<file path="src/rtl/rgb_led_pwm.sv">
// Six-channel PWM driver for the two board RGB LEDs.
// Duty words arrive over valid/ready and are applied only at a PWM period wrap.
module rgb_led_pwm #(
    parameter int CLK_DIV = 392
) (
    input  logic        clk,
    input  logic        rst,
    input  logic        en,
    input  logic [47:0] s_tdata,
    input  logic        s_tvalid,
    output logic        s_tready,
    output logic [5:0]  rgb,
    output logic        period_strobe
);

    localparam int DIV_W = (CLK_DIV > 1) ? $clog2(CLK_DIV) : 1;
    localparam logic [DIV_W-1:0] DIV_LAST = DIV_W'(CLK_DIV - 1);
    localparam logic [7:0] PWM_LAST = 8'd254;

    logic [DIV_W-1:0] div_cnt;
    logic [7:0]       pwm_cnt;
    logic [47:0]      active;
    logic [47:0]      pending;
    logic             pend_v;
    logic             tick;
    logic             wrap;
    logic             xfer;
    logic [5:0]       cmp;

    assign tick     = en && (div_cnt == DIV_LAST);
    assign wrap     = tick && (pwm_cnt == PWM_LAST);
    assign s_tready = !pend_v && !rst;
    assign xfer     = s_tvalid && s_tready;

    // Counting only to 254 makes duty 255 compare true for the whole period.
    always_comb begin
        cmp = '0;
        for (int i = 0; i < 6; i++) begin
            cmp[i] = (pwm_cnt < active[8*i +: 8]);
        end
    end

    always_ff @(posedge clk) begin
        if (rst) begin
            div_cnt <= '0;
        end else if (en) begin
            div_cnt <= tick ? '0 : div_cnt + DIV_W'(1);
        end
    end

    always_ff @(posedge clk) begin
        if (rst) begin
            pwm_cnt <= '0;
        end else if (tick) begin
            pwm_cnt <= wrap ? 8'd0 : pwm_cnt + 8'd1;
        end
    end

    always_ff @(posedge clk) begin
        if (rst) begin
            rgb           <= '0;
            period_strobe <= 1'b0;
        end else begin
            rgb           <= en ? cmp : 6'd0;
            period_strobe <= wrap;
        end
    end

    // A transfer needs pend_v low, so it can never collide with an apply.
    always_ff @(posedge clk) begin
        if (rst) begin
            active  <= '0;
            pending <= '0;
            pend_v  <= 1'b0;
        end else if (wrap && pend_v) begin
            active  <= pending;
            pend_v  <= 1'b0;
        end else if (xfer) begin
            pending <= s_tdata;
            pend_v  <= 1'b1;
        end
    end

endmodule

</file>
<file path="config.mk">
export PLATFORM = sky130hd
export DESIGN_NAME = rgb_led_pwm
export DESIGN_NICKNAME = d
export VERILOG_FILES = /design/src/rtl/rgb_led_pwm.sv
export SDC_FILE = /design/constraint.sdc
export NUM_CORES = 1
export LEC_CHECK = 0
export CAP_MARGIN = 20
export CORE_MARGIN = 8
export CORE_UTILIZATION = 40
export CTS_CLUSTER_DIAMETER = 80
export DETAILED_ROUTE_END_ITERATION = 8
export GPL_ROUTABILITY_DRIVEN = 0
export GPL_TIMING_DRIVEN = 0
export SLEW_MARGIN = 10
export SYNTH_ARGS = -nofsm -noshare
export SYNTH_HDL_FRONTEND = slang
export SYNTH_SLANG_ARGS = --single-unit
</file>
<file path="constraint.sdc">
create_clock -name clk -period 2.4 [get_ports clk]
set_input_delay 0.72 -clock clk [delete_from_list [all_inputs] [get_ports clk]]
set_output_delay 0.72 -clock clk [all_outputs]
set_load 0.01 [all_outputs]
</file>
### After elaboration in Yosys (flattened, before gate mapping)

Index checks and enable logic that the tools add are counted.
Widths: inputs -> output; s select.

* bitwise gates (word level): 2
* order comparisons: 6
* equality and inequality tests: 2
* reductions and logical operators: 10
* $add $sub $neg: 2
* muxes and demuxes: 2

Operators with widths (count)
* $lt 8x8->1: 6
* $add 9x1->9 const B: 1
* $eq 9x9->1 const B: 1
* $mux 9: 1
* $add 8x1->8 const B: 1
* $eq 8x8->1 const B: 1
* $mux 8: 1
* $logic_and 1x1->1: 5
* $reduce_or 2->1: 2
* $logic_not 1->1: 2
* $not 1->1: 2
* $reduce_and 2->1: 1

* bits of input ports: 52
* word-level logic and storage cells: 31
* register bits: 121

### Depth between registers and ports, before layout

* depth after elaboration: 6
* depth in mapped cells: 8
* mapped depth without buffers: 6

### Worst setup path after synthesis

No wires, ideal clock.

* kind: input-to-reg
* start: input port en
* end: register active[27]
* cell stages on the path: 8
* setup time: 0.120 ns
* arrival: 1.849 ns
* setup slack: 0.432 ns
* cells stage by stage: buf_4 > and4_1 > buf_2 > nand3_4 > nand3b_4 > buf_6 > buf_6 > mux2i_1

* longest elaborated chain between the ends: 3

Ends and longest elaborated chain
* start, declared: line 8 `input logic en,`
* $logic_and 1x1->1: line 30 `assign tick = en && (div_cnt == DIV_LAST);`
* $logic_and 1x1->1: line 31 `assign wrap = tick && (pwm_cnt == PWM_LAST);`
* $logic_and 1x1->1: line 75 `end else if (wrap && pend_v) begin`
* end signal, assigned: line 76 `active <= pending;`
* end, declared: line 22 `logic [47:0] active;`

No other way between the ends.
A chain may end at the register's enable or synchronous reset.

### Worst setup path in the final report

* start: input port s_tvalid
* end: register pending[29]

* longest elaborated chain between the ends: 2

Ends and longest elaborated chain
* start, declared: line 10 `input logic s_tvalid,`
* $logic_and 1x1->1: line 33 `assign xfer = s_tvalid && s_tready;`
* $reduce_and 2->1 (no line)
* end signal, assigned: line 79 `pending <= s_tdata;`
* end, declared: line 23 `logic [47:0] pending;`

No other way between the ends.

==> flow_metrics.tcl <==
set metrics [dict create \
    switchingPower_mw 1.02 \
    yosys_register_bits 121 \
    critical_path_peak_fanout 10 \
    wl_mm 12.3 \
    hold_ws_ps 458 \
    p_leak_nw 2.94 \
    place_area_um2 6200 \
    boundaryPins 60 \
    ant_nets 0 \
    fin_skew_ps 8.14 \
    synth_area_um2 5400 \
    core_um2 13200 \
    critPathCaptureType "flop" \
    synth.distinct_cells 36 \
    slew_headroom 0.559 \
    yosys_warnings 0 \
    finalCriticalPeriod_ps 2270 \
    vias 4302 \
    seqPwrFrac 0.412 \
    n_fill_cell 1267 \
    n_antenna_cell 0 \
    p_per_area_nw_per_um2 747 \
    setup_viol 0 \
    worstSetupPathType "in2reg" \
    clk_pin_slew_ps 50 \
    die_h_um 132 \
    syn_nets 714 \
    syn_avg_cell_area_um2 8.75 \
    synth_cells 617 \
    pwr-share-clk 0.540 \
    setup_tns_ps 0 \
    p_comb_frac 0.048 \
    cts_tree "done" \
    synth-edff-count 0 \
    sw_frac_of_total 0.199 \
    stdcell_area_um2 6830 \
    post-route-period-util 0.947 \
    grt_pass1_vias 4523 \
    grt_start_max_net_pins 17 \
    ys_seq_area_frac 0.449 \
    ys.flop_type "dfxtp_1" \
    final_cell_mix "165 x nand2_1, 121 x dfxtp_1, 56 x clkdlybuf4s50_1" \
    rsz0062_at_grt "no" \
    intPower_mw 4.08 \
    drcViolationCount 0 \
    detailedRoute.firstIterationViolations 164 \
    critPathLaunchType "input pin" \
    port-buffer-count 58 \
    peakVddDrop_mv 0.445 \
    die_w_um 132 \
    insertion_delay_ps 420 \
    maxCapViolCount 0 \
    hp-class "reg2reg" \
    multi_input_area_um2 2660 \
    status "complete, no violations" \
    cts_buffers 17 \
    routed_via_density 4.88 \
    register_area_um2 2420 \
    cts_root_buf "clkbuf_16" \
    die-area_um2 17500 \
    post_drt_wl_per_cell_um 13.9 \
    cp.arrival_ps 2610 \
    hold_viol 0 \
    clock.fmax_ghz 0.440 \
    initial_core_util 0.409 \
    synth_async_sr_flop_share 0 \
    layout.cells.most_common "nand2_1" \
    antenna_found_initial 0 \
    ctsHoldBuffers 0 \
    maxSlewViolCount 0 \
    cts_setup_buffers 0 \
    drt-pass1-iter-count 4 \
    gr-total-overflow 0 \
    drive_gt1_frac 0.0539 \
    grt_pass1_wl_mm 20.5 \
    critPathRequiredTime_ps 2730 \
    post-dp-hpwl_mm 8.96 \
    clock_sinks 121 \
    area_growth_pct 26.5 \
    grt_use_total 0.144 \
    cts_buffer_depth 2 \
    fin_nets 790 \
    ctsHtreeMaxLevel 4 \
    reg2reg_slack_ps 390 \
    tightest_slew_ps 662 \
    rows 42 \
]
## per-layer routing
metal  GRT usage  vias to the layer above  share of wire
met2       0.246                       74           0.48
met5           0                        -              0
met1       0.163                     1984           0.47
met4      0.0713                        0          0.024
li1            -                     2223              -
met3      0.0400                       21          0.030
## critical path, stage by stage
cell,delay (ps)
clkdlybuf4s50_1,450
and2_1,440
buf_2,390
clkbuf_1,390
nand2_1,120
o21ai_0,90
## final cells by class
| cell class | count | area share |
|---|---|---|
| flip-flops and latches | 121 | 0.355 |
| well taps | 176 | 0.0322 |
| inverters | 47 | 0.0258 |
| plain buffers | 28 | 0.0200 |
| clock buffers | 23 | 0.0685 |
| multi-input cells | 420 | 0.390 |
| clock inverters | 8 | 0.0246 |
| repair buffers | 58 | 0.0846 |
## repair_timing
action / in CTS / in global routing
setup endpoints to repair: 32 / 0
gates resized for setup: 2 / 0
hold endpoints to repair: 0 / 0
## Yosys cell counts (8+ instances only)
master | n | area share
a21oi_1 | 13 | 0.012
clkbuf_1 | 21 | 0.015
dfxtp_1 | 121 | 0.45
ha_1 | 45 | 0.10
inv_1 | 47 | 0.033
mux2i_1 | 50 | 0.093
nand2_1 | 165 | 0.11
nand3_1 | 8 | 0.0074
nand4_1 | 9 | 0.010
nor2_1 | 20 | 0.014
o21ai_0 | 54 | 0.050
xor2_1 | 8 | 0.013
## state kept, by name, indices dropped and copies added, names as in the netlist
signal and cells:
pending 48, active 48, period_strobe 1, pwm_cnt 8, rgb 6, pend_v 1
div_cnt 9
## cell families (layout without fill, tap and decap cells)
group                      count (synthesis)  in the layout  synth area share
xor gates and xnor gates                  12             12            0.0195
buffers and inverters                     76            164            0.0586
DFF                                      121            121             0.449
AOI/OAI and AO/OA                         91             91            0.0980
adders and majority gates                 45             45             0.104
and+or+nand+nor                          222            222             0.178
muxes                                     50             50            0.0927
## final timing paths
kind,cells after the start,endpoint,from
max,6,pending[29],s_tvalid
min,2,active[7],active[7]
max reg2reg,4,pwm_cnt[2],pwm_cnt[3]
min reg2reg,2,active[7],active[7]
## stage by stage
| stage | cells | power (mW) | util | setup WS, ps |
|---|---|---|---|---|
| after global placement | 851 | 2.38 | 0.470 | -659 |
| final | 881 | 5.10 | 0.518 | 126 |
| after detailed placement | 851 | 2.39 | 0.470 | -682 |
| after global routing | 881 | 5.26 | 0.518 | 26.1 |
| after floorplan | 617 | 2.25 | - | 432 |
| after CTS | 881 | 5.14 | 0.518 | 125 |
## power by group through the flow
stage	sequential (mW)	clock [mW]	combinational (mW)
global placement	2.14	0	0.245
CTS	2.10	2.79	0.250
finish	2.10	2.75	0.245
detailed placement	2.14	0	0.250
floorplan	2.14	0	0.119
global route	2.10	2.88	0.276
Power figures use the tool's default switching activity.
